`src/rtl/aes_pkg.sv`:
```
// Shared types and constants for the AES-256 key-load path.
package aes_pkg;
    typedef enum logic [1:0] {IDLE, LOAD, DRAIN, RUN} state_t;
    localparam int C_KEY_WORDS    = 8;
    localparam int AES_PIPE_DEPTH = 31;
    localparam int KEY_W          = 256;
endpackage

```
`src/rtl/aes_key_sched_if.sv`:
```
// MM2S control stream carrying key words into the scheduler.
interface aes_key_sched_if #(parameter int W = 32);
    logic [W-1:0]   tdata;
    logic [W/8-1:0] tkeep;
    logic           tvalid;
    logic           tlast;
    logic           tready;
    modport master (output tdata, tkeep, tvalid, tlast, input tready);
    modport slave  (input tdata, tkeep, tvalid, tlast, output tready);
endinterface

```
`src/rtl/aes_inflight_cnt.sv`:
```
// Up/down count of blocks inside the AES pipeline.
module aes_inflight_cnt #(
    parameter int W = 6
) (
    input  logic         clk,
    input  logic         rst,
    input  logic         inc,
    input  logic         dec,
    output logic [W-1:0] cnt,
    output logic         uflow
);
    assign uflow = dec && !inc && (cnt == '0);

    // Saturate rather than wrap; the floor holds at zero.
    always_ff @(posedge clk) begin
        if (rst) begin
            cnt <= '0;
        end else if (inc && !dec && (cnt != '1)) begin
            cnt <= cnt + 1'b1;
        end else if (dec && !inc && (cnt != '0)) begin
            cnt <= cnt - 1'b1;
        end
    end
endmodule

```
`src/rtl/aes_key_sched.sv`:
```
// Collects 256-bit keys and swaps them only once the AES pipeline is empty.
module aes_key_sched
    import aes_pkg::*;
#(
    parameter int C_M_AXIS_MM2S_CNTRL_TDATA_WIDTH = 32,
    parameter int C_KEY_WORDS = aes_pkg::C_KEY_WORDS,
    parameter int C_CNT_WIDTH = $clog2(AES_PIPE_DEPTH + 1) + 1
) (
    input  logic                   m_axi_mm2s_aclk,
    input  logic                   rst,
    aes_key_sched_if.slave         m_axis_mm2s_cntrl,
    input  logic                   blk_accept,
    input  logic                   blk_done,
    output logic                   data_gate,
    output logic [KEY_W-1:0]       aes_key,
    output logic                   key_valid,
    output logic [7:0]             key_gen,
    output logic [C_CNT_WIDTH-1:0] in_flight,
    output logic                   key_err
);
    localparam int W = C_M_AXIS_MM2S_CNTRL_TDATA_WIDTH;
    localparam logic [3:0] LAST_IDX = 4'(C_KEY_WORDS);

    state_t           state;
    logic [KEY_W-1:0] shadow;
    logic [3:0]       wcnt;
    logic [3:0]       nxt_cnt;
    logic             absorb;
    logic             acc;
    logic             keep_ok;
    logic             uflow;
    state_t           ret;

    assign m_axis_mm2s_cntrl.tready = !rst && (state != DRAIN);
    assign data_gate = !rst && key_valid && (state != DRAIN);

    assign acc     = m_axis_mm2s_cntrl.tvalid && m_axis_mm2s_cntrl.tready;
    assign keep_ok = (m_axis_mm2s_cntrl.tkeep == '1);
    assign nxt_cnt = wcnt + 4'd1;
    assign ret     = key_valid ? RUN : IDLE;

    aes_inflight_cnt #(.W(C_CNT_WIDTH)) u_cnt (
        .clk   (m_axi_mm2s_aclk),
        .rst   (rst),
        .inc   (blk_accept),
        .dec   (blk_done),
        .cnt   (in_flight),
        .uflow (uflow)
    );

    always_ff @(posedge m_axi_mm2s_aclk) begin
        if (rst) begin
            state     <= IDLE;
            shadow    <= '0;
            wcnt      <= '0;
            absorb    <= 1'b0;
            aes_key   <= '0;
            key_valid <= 1'b0;
            key_gen   <= '0;
            key_err   <= 1'b0;
        end else begin
            key_err <= uflow;
            unique case (state)
                IDLE, RUN, LOAD: begin
                    if (acc) begin
                        if (absorb) begin
                            if (m_axis_mm2s_cntrl.tlast) begin
                                absorb <= 1'b0;
                                state  <= ret;
                            end
                        end else if (!keep_ok ||
                                     (m_axis_mm2s_cntrl.tlast &&
                                      nxt_cnt != LAST_IDX)) begin
                            key_err <= 1'b1;
                            shadow  <= '0;
                            wcnt    <= '0;
                            state   <= ret;
                        end else if (nxt_cnt > LAST_IDX) begin
                            // Overlong packet: swallow the rest up to tlast.
                            key_err <= 1'b1;
                            shadow  <= '0;
                            wcnt    <= '0;
                            absorb  <= 1'b1;
                            state   <= LOAD;
                        end else begin
                            shadow <= {shadow[KEY_W-W-1:0],
                                       m_axis_mm2s_cntrl.tdata};
                            wcnt   <= nxt_cnt;
                            state  <= m_axis_mm2s_cntrl.tlast ? DRAIN : LOAD;
                        end
                    end
                end
                DRAIN: begin
                    if (in_flight == '0) begin
                        aes_key   <= shadow;
                        key_valid <= 1'b1;
                        key_gen   <= key_gen + 8'd1;
                        wcnt      <= '0;
                        state     <= RUN;
                    end
                end
            endcase
        end
    end
endmodule

```
`src/flat_wrapper.sv`:
```
// flat-port wrapper written by rule: the top's interface ports become plain ports
module aes_key_sched_flat import aes_pkg::*;
#(
    parameter int C_M_AXIS_MM2S_CNTRL_TDATA_WIDTH = 32,
    parameter int C_KEY_WORDS = aes_pkg::C_KEY_WORDS,
    parameter int C_CNT_WIDTH = $clog2(AES_PIPE_DEPTH + 1) + 1
)
  (m_axi_mm2s_aclk, rst, blk_accept, blk_done, data_gate, aes_key, key_valid, key_gen, in_flight, key_err, m_axis_mm2s_cntrl_tdata, m_axis_mm2s_cntrl_tkeep, m_axis_mm2s_cntrl_tvalid, m_axis_mm2s_cntrl_tlast, m_axis_mm2s_cntrl_tready);
  aes_key_sched_if #(.W(32)) m_axis_mm2s_cntrl_i ();
  input  logic m_axi_mm2s_aclk;
  input  logic rst;
  input  logic blk_accept;
  input  logic blk_done;
  output logic data_gate;
  output logic [KEY_W-1:0] aes_key;
  output logic key_valid;
  output logic [7:0] key_gen;
  output logic [C_CNT_WIDTH-1:0] in_flight;
  output logic key_err;
  input wire logic [$bits(m_axis_mm2s_cntrl_i.tdata)-1:0] m_axis_mm2s_cntrl_tdata;
  input wire logic [$bits(m_axis_mm2s_cntrl_i.tkeep)-1:0] m_axis_mm2s_cntrl_tkeep;
  input wire logic [$bits(m_axis_mm2s_cntrl_i.tvalid)-1:0] m_axis_mm2s_cntrl_tvalid;
  input wire logic [$bits(m_axis_mm2s_cntrl_i.tlast)-1:0] m_axis_mm2s_cntrl_tlast;
  output wire logic [$bits(m_axis_mm2s_cntrl_i.tready)-1:0] m_axis_mm2s_cntrl_tready;
  assign m_axis_mm2s_cntrl_i.tdata = m_axis_mm2s_cntrl_tdata;
  assign m_axis_mm2s_cntrl_i.tkeep = m_axis_mm2s_cntrl_tkeep;
  assign m_axis_mm2s_cntrl_i.tvalid = m_axis_mm2s_cntrl_tvalid;
  assign m_axis_mm2s_cntrl_i.tlast = m_axis_mm2s_cntrl_tlast;
  assign m_axis_mm2s_cntrl_tready = m_axis_mm2s_cntrl_i.tready;
  aes_key_sched #(.C_M_AXIS_MM2S_CNTRL_TDATA_WIDTH(C_M_AXIS_MM2S_CNTRL_TDATA_WIDTH), .C_KEY_WORDS(C_KEY_WORDS), .C_CNT_WIDTH(C_CNT_WIDTH)) u_core (.m_axi_mm2s_aclk(m_axi_mm2s_aclk), .rst(rst), .m_axis_mm2s_cntrl(m_axis_mm2s_cntrl_i), .blk_accept(blk_accept), .blk_done(blk_done), .data_gate(data_gate), .aes_key(aes_key), .key_valid(key_valid), .key_gen(key_gen), .in_flight(in_flight), .key_err(key_err));
endmodule
```
`config.mk`:
```
export PLATFORM = sky130hd
export DESIGN_NAME = aes_key_sched_flat
export DESIGN_NICKNAME = d
export VERILOG_FILES = /design/src/rtl/aes_pkg.sv /design/src/rtl/aes_key_sched_if.sv /design/src/rtl/aes_inflight_cnt.sv /design/src/rtl/aes_key_sched.sv /design/src/flat_wrapper.sv
export SDC_FILE = /design/constraint.sdc
export NUM_CORES = 1
export LEC_CHECK = 0
export ABC_AREA = 1
export BUFFER_PORTS_ARGS = -buffer_cell sky130_fd_sc_hd__buf_2
export CAP_MARGIN = 20
export CORE_MARGIN = 2
export CORE_UTILIZATION = 60
export CTS_BUF_LIST = sky130_fd_sc_hd__clkbuf_4 sky130_fd_sc_hd__clkbuf_8
export DETAILED_ROUTE_END_ITERATION = 8
export PLACE_DENSITY = 0.93
export SETUP_SLACK_MARGIN = 0.15
export SLEW_MARGIN = 20
export SYNTH_ARGS = -nofsm -noshare
export SYNTH_HDL_FRONTEND = slang
export SYNTH_SLANG_ARGS = --single-unit
```
`constraint.sdc`:
```
create_clock -name m_axi_mm2s_aclk -period 3.9 [get_ports m_axi_mm2s_aclk]
set_input_delay 0.585 -clock m_axi_mm2s_aclk [delete_from_list [all_inputs] [get_ports m_axi_mm2s_aclk]]
set_output_delay 0.585 -clock m_axi_mm2s_aclk [all_outputs]
set_load 0.1 [all_outputs]
```
==> results of run 1 <==
==> registers in the layout, summed over array words and instances, names as in the netlist, 2 cells and up <==
signal	cells
u_core.u_cnt.cnt	6
u_core.shadow	256
u_core.aes_key	256
u_core.state	2
u_core.key_gen	8
u_core.wcnt	4
==> power by group through the flow <==
stage / logic [µW] / registers, µW / clock network (µW)
global placement: 3740 / 6090 / 0
CTS: 3810 / 5990 / 5140
finish: 3840 / 6000 / 5110
floorplan: 928 / 8370 / 0
global route: 4010 / 6030 / 5400
detailed placement: 3790 / 6100 / 0
==> stage by stage <==
stage / util [%] / cells
6_report: 70.6 / 3175
5_1_grt: 70.6 / 3175
4_1_cts: 70.4 / 3173
3_5_place_dp: 64.8 / 3023
3_3_place_gp: 64.8 / 3023
2_1_floorplan: - / 2477
==> cells in the mapped netlist (6+ instances only) <==
library cell	n	share of area, %
a21oi_1	276	7.0
buf_1	11	0.21
buf_2	90	2.3
buf_4	25	0.94
buf_6	17	0.96
clkbuf_1	85	1.6
dfxtp_1	535	54
ha_1	6	0.38
inv_1	25	0.47
nand2_1	302	5.7
nand3_1	9	0.23
nand4_1	265	8.3
nor2_1	535	10
o21ai_0	227	5.7
o21ai_1	43	1.1
==> routing by layer <==
metal / part of all wire, % / vias up
met5: 0 / -
met4: 4.9 / 0
met3: 10 / 216
met2: 46 / 1197
met1: 39 / 9033
li1: - / 8784
==> worst paths after layout <==
check,from,depth (start not counted),slack [ns],to
setup / recovery,u_core.wcnt[1]$_SDFFE_PP0P_,8,1.37,u_core.shadow[2]$_SDFFE_PP0P_
hold / removal,m_axis_mm2s_cntrl_tdata[0],3,0.24,u_core.shadow[0]$_SDFFE_PP0P_
setup reg to reg,u_core.wcnt[1]$_SDFFE_PP0P_,8,1.37,u_core.shadow[2]$_SDFFE_PP0P_
hold reg to reg,u_core.shadow[248]$_SDFFE_PP0P_,2,0.47,u_core.shadow[248]$_SDFFE_PP0P_
==> worst min-delay path: stages <==
cell and delay (ns):
buf_2 0.10, nand4_1 0.07, a21oi_1 0.06
==> kinds of logic after synthesis <==
family	count (synthesis)	synth area share, %
AOI/OAI and AO/OA	547	13.8
DFF	535	53.9
and+or+nand+nor	1124	24.9
buffers and inverters	259	6.69
adders and majority gates	7	0.479
xor gates and xnor gates	5	0.220
==> cell type report <==
| cell class | instances | area (µm²) | share of cell area [%] |
|---|---|---|---|
| flip-flops and latches | 535 | 10700 | 46.7 |
| multi-input cells | 1683 | 7860 | 34.3 |
| repair buffers | 335 | 1850 | 8.05 |
| clock buffers | 129 | 1610 | 7.00 |
| well taps | 442 | 553 | 2.41 |
| clock inverters | 21 | 243 | 1.06 |
| inverters | 29 | 129 | 0.561 |
| diodes | 1 | 2.50 | 0.0109 |
==> metrics.md, run 1 <==
| Metric | Value |
|---|---|
| Via count | 19200 |
| Hold Path Class | primary input to flop |
| Core area | 0.0325 mm² |
| Combinational share of power | 25.7% |
| Status | completed |
| Netlist cell types | 29 |
| NetSw | between 5000 and 6000 µW |
| GR Util met3 | about 6.8% |
| Area Growth Syn to Fin | 15.6% |
| Syn_nets | 2526 |
| Mean area per synthesized cell | 8.02 µm² |
| Clock Latency Late Sink | 0.62 ns |
| Final instance area | 0.0230 mm² |
| Clock Sinks | ~540 |
| Met2 GRT Util | a little over half |
| Routed Antenna Nets | 0 |
| Share of cells above drive strength 1 | a little under a fifth |
| CP peak stage delay | 0.47 ns |
| Period utilization | 65.0% |
| Via-per-instance ratio | 6.06 |
| WS Path Type | flop to flop |
| First-pass GRT wire length | 91400 µm |
| Crit end category | flop |
| Seq/Total Area, Yosys | ~54% |
| Hold_ws | 0.242 ns |
| CP top delay family | simple AND/OR/NAND/NOR gates |
| Sequential share of power | between 40% and 50% |
| FF+latch count, synth | 535 |
| Setup TNS Final | 0 ns |
| DR pass1 iterations | 6 |
| Headroom to the max-slew limit | 27.8% |
| Gpl congestion | 0.874 |
| Placed cell areas | 0.0211 mm² |
| Crit path max-delay cell type | nand2_8 |
| Mapped Cells | about 2500 |
| Die Y-Extent | ~190 µm |
| H-tree depth | 3 |
| # rows | 66 |
| CTS Buf Count | 82 |
| Synth async-reset ratio | 0% |
| Fmax | 395 MHz |
| Final Hold Viols | 0 |
| CTS Buffer Depth | 3 |
| Worst slew pin tran | 1.08 ns |
| Synthesized area | 0.0199 mm² |
| Worst-path maximum fanout | 90 |
| Vias in the first global route | between 15000 and 20000 |
| IO Port Bufs | 315 |
| Hold-fix buffers, CTS | 0 |
| Yosys Warn Count | 0 |
| Largest net degree at the start of global routing | approximately 260 |
| Io pins | roughly 320 |
| Setup repair after global routing missed its margin | no |
| GRT Max-Usage Layer | met2 |
| Switching part of the total power | 38.4% |
| Net count, final | 2715 |
| Initial Util | 61.1% |
| Clock power frac | 34.2% |
| Leak | 0.0102 µW |
| CP bufs+invs | 1 |
| Fin crit period | 2.53 ns |
| Maximum capacitance violations | 0 |
| Gr ovfl total | 0 |
| Post-CTS Setup Inserts | 0 |
| Clock root cell | clkbuf_8 |
| GRT Total Usage | 32.7% |
| Main synth FF type | dfxtp_1 |
| Post-CTS sizing | 0 |
| Worst-path clk slew | approximately 0.06 ns |
| CP Cell Sequence | ha_1 -> nand2_1 -> nor2_1 -> nand2_1 -> nand2_8 -> buf_4 -> nand4_1 -> a21oi_1 |
| DRT iter0 DRCs | 2851 |
| Power after layout | between 10000 and 15000 µW |
| Clock Skew | 0.0336 ns |
| Leading cell types in the layout, fill and taps excluded | nor2_1, dfxtp_1, buf_2, nand2_1, a21oi_1 |
| Met1 usage in global routing | a little over two fifths |
| Die area | 0.0346 mm² |
| Worst EP arrival | 3.07 ns |
| Crit-path most repeated cell | nand2_1 |
| DRC | 0 |
| Worst IR Drop VDD | 0.508 mV |
| Initial antenna violation count | 1 |
| Cell Pwr Density | 652 mW/mm² |
| Data required, critical path | 4.43 ns |
| Filler cells | 2462 |
| WL final | 58600 µm |
| Internal | 9220 µW |
| Number of synthesized flops with an enable pin | 0 |
| Wire length per cell | 18.5 µm |
| Pre-CTS setup slack | 0.983 ns |
| Final WS setup | 1.37 ns |
| Final setup fails | 0 |
| Die Width | 186 µm |
| Post-DP HPWL | 35000 µm |
| Slew Viols, Final | 0 |
| CTS tree | built |
| Kind of start point of the critical path | flop |
Note: power is estimated with default switching activity, not from simulation.
==> run 2: changes to the inputs <==
--- a/config.mk
+++ b/config.mk
@@ -9,10 +9,10 @@
 export BUFFER_PORTS_ARGS = -buffer_cell sky130_fd_sc_hd__buf_2
 export CAP_MARGIN = 20
 export CORE_MARGIN = 2
-export CORE_UTILIZATION = 60
+export CORE_UTILIZATION = 58
 export CTS_BUF_LIST = sky130_fd_sc_hd__clkbuf_4 sky130_fd_sc_hd__clkbuf_8
 export DETAILED_ROUTE_END_ITERATION = 8
-export PLACE_DENSITY = 0.93
+export PLACE_DENSITY = 0.9
 export SETUP_SLACK_MARGIN = 0.15
 export SLEW_MARGIN = 20
 export SYNTH_ARGS = -nofsm -noshare
==> constraint.sdc (replaced) <==
create_clock -name m_axi_mm2s_aclk -period 2.7 [get_ports m_axi_mm2s_aclk]
set_input_delay 0.405 -clock m_axi_mm2s_aclk [delete_from_list [all_inputs] [get_ports m_axi_mm2s_aclk]]
set_output_delay 0.405 -clock m_axi_mm2s_aclk [all_outputs]
set_load 0.1 [all_outputs]
==> run 2 against run 1 <==
Effect of this change: maximum frequency increased by 6.4%; critical path depth unchanged; via count decreased by 1.1%; combinational power increased by 44%; wire length decreased by 1.6%; sequential power increased by 45%; flip-flop and latch count unchanged; clock power increased by 45%; total power increased by 44%; critical endpoint is now u_core.shadow[146]$_SDFFE_PP0P_; largest cell class unchanged.
==> metrics.md, run 2 (same netlist as run 1, synthesis figures left out) <==
| Metric | Value |
|---|---|
| Status | completed |
| Crit end category | flop |
| Net count, final | 2724 |
| Met1 WL | 22300 µm |
| GRT Total Usage | 31.2% |
| Via count | 19000 |
| # rows | 67 |
| Placed instance count | 3039 |
| Slew Viols, Final | 0 |
| Initial Util | approximately 59% |
| Clock Sinks | 535 |
| First-pass GRT wire length | ~91000 µm |
| Via-per-instance ratio | ~6.0 |
| IO Port Bufs | 315 |
| Initial antenna violation count | 0 |
| Clock Latency Late Sink | roughly 0.62 ns |
| Post-CTS Setup Inserts | 0 |
| H-tree depth | 3 |
| R2R Path End | u_core.shadow[146]$_SDFFE_PP0P_ |
| DR top layer | met4 |
| Placed cell areas | about 0.021 mm² |
| Routed Antenna Nets | 0 |
| Die Width | 189 µm |
| Period utilization | 88.2% |
| DRT iter0 DRCs | 2274 |
| Final Hold Viols | 0 |
| Hold path cells | 3 |
| DRC | 0 |
| Gr ovfl total | 0 |
| WL final | 57700 µm |
| Met2 WL | 26900 µm |
| Leading cell types in the layout, fill and taps excluded | nor2_1, dfxtp_1, buf_2, nand2_1, a21oi_1 |
| Post-DP HPWL | 36000 µm |
| Worst-path maximum fanout | 79 |
| Worst-path clk slew | 0.07 ns |
| Final setup fails | 0 |
| Wire length per cell | 18.1 µm |
| Hold Path Class | primary input to flop |
| Hold path start | m_axis_mm2s_cntrl_tdata[25] |
| Pre-CTS setup slack | 0.323 ns |
| Die area | 0.0357 mm² |
| Leak | approximately 0.01 µW |
| CTS Buffer Depth | 3 |
| Setup repair after global routing missed its margin | no |
| Largest net degree at the start of global routing | 181 |
| Worst slew pin tran | roughly 1.0 ns |
| Share of cells above drive strength 1 | 18.6% |
| Kind of start point of the critical path | flop |
| Core area | 0.0336 mm² |
| R2R depth | 8 |
| Worst r2r src | u_core.wcnt[1]$_SDFFE_PP0P_ |
| Area Growth Syn to Fin | 16.4% |
| Data required, critical path | 3.23 ns |
| Final std cells w/o fill | ~3200 |
| Met3 routed WL | around 6000 µm |
| Post-CTS sizing | 0 |
| Maximum capacitance violations | 0 |
| Fmax | ~420 MHz |
| N_diodes | 0 |
| Cell Pwr Density | ~930 mW/mm² |
| CTS Buf Count | 82 |
| Hold-fix buffers, CTS | 0 |
| Final instance area | 0.0231 mm² |
| Fin crit period | ~2.4 ns |
| Final Util | 68.8% |
| Die Y-Extent | 189 µm |
| Final WS setup | between 0.3 and 0.4 ns |
| Clock root cell | clkbuf_8 |
| Headroom to the max-slew limit | 31.4% |
| Setup TNS Final | 0 ns |
| Worst IR Drop VDD | 0.627 mV |
| Worst EP arrival | 2.92 ns |
| DR pass1 iterations | 6 |
| Biggest regs | u_core.aes_key: 256 flops, u_core.shadow: 256 flops, u_core.key_gen: 8 flops |
| Io pins | 316 |
| Vias in the first global route | approximately 18000 |
| Gpl congestion | 0.914 |
| CTS tree | built |
| Clock Skew | 0.0299 ns |
| WS Path Type | flop to flop |
| FF-to-FF setup slack | approximately 0.32 ns |
| Endpoint, Worst Hold | u_core.shadow[25]$_SDFFE_PP0P_ |
## run 2: changes by cell type in the layout (fill, tap and decap cells not counted), sizes merged
| cell | delta |
|---|---|
| inv | -3 |
| clkinvlp | +1 |
| diode | -1 |
| clkinv | +4 |
| buf | +9 |
| clkbuf | -1 |
## run 2: report_power, final
group	total (µW)	internal [µW]	switching, µW
registers	8670	8380	295
logic	5530	739	4790
clock network	7400	4230	3160
total	21600	13400	8240
## run 2: metrics by stage
step	hold slack (ns)	total power (µW)
global placement	0.454	14200
floorplan	0.445	13400
CTS	0.0275	21600
finish	0.0515	21600
detailed placement	0.457	14300
global route	0.0520	22300
## run 2: worst max-delay path by stage
| stage | start | endpoint | slack, ns | depth (start not counted) |
|---|---|---|---|---|
| floorplan | u_core.u_cnt.cnt[0]$_SDFFE_PP0P_ | u_core.u_cnt.cnt[5]$_SDFFE_PP0P_ | 0.24 | 14 |
| global placement | rst | u_core.shadow[211]$_SDFFE_PP0P_ | 0.42 | 8 |
| detailed placement | rst | u_core.shadow[239]$_SDFFE_PP0P_ | 0.32 | 8 |
| CTS | u_core.wcnt[0]$_SDFFE_PP0P_ | u_core.shadow[146]$_SDFFE_PP0P_ | 0.39 | 8 |
| global route | u_core.wcnt[0]$_SDFFE_PP0P_ | u_core.shadow[139]$_SDFFE_PP0P_ | 0.20 | 8 |
| finish | u_core.wcnt[1]$_SDFFE_PP0P_ | u_core.shadow[146]$_SDFFE_PP0P_ | 0.32 | 8 |
## run 2: metal layers
layer | track usage, % | vias up
li1 | - | 8820
met1 | 40.0 | 8910
met2 | 50.2 | 1095
met3 | 7.03 | 185
met4 | 14.4 | 0
met5 | 0 | -
## run 2: worst max-delay path, cell delays in order, from the launching register on
cell and delay [ns]:
dfxtp_1 0.38, ha_1 0.20, nand2_1 0.17, nor2_1 0.20
nand2_1 0.19, nand2_8 0.46, buf_4 0.34, nand4_1 0.15
a21oi_1 0.17
## run 2: final cells by class
type                       instances  area, µm²
clock buffer                     128       1620
clock inverter                    23        233
fill                            2568      10500
inverter                          29        129
multi-input combinational       1683       7870
sequential                       535      10700
tap                              448        561
timing repair buffer             344       1990
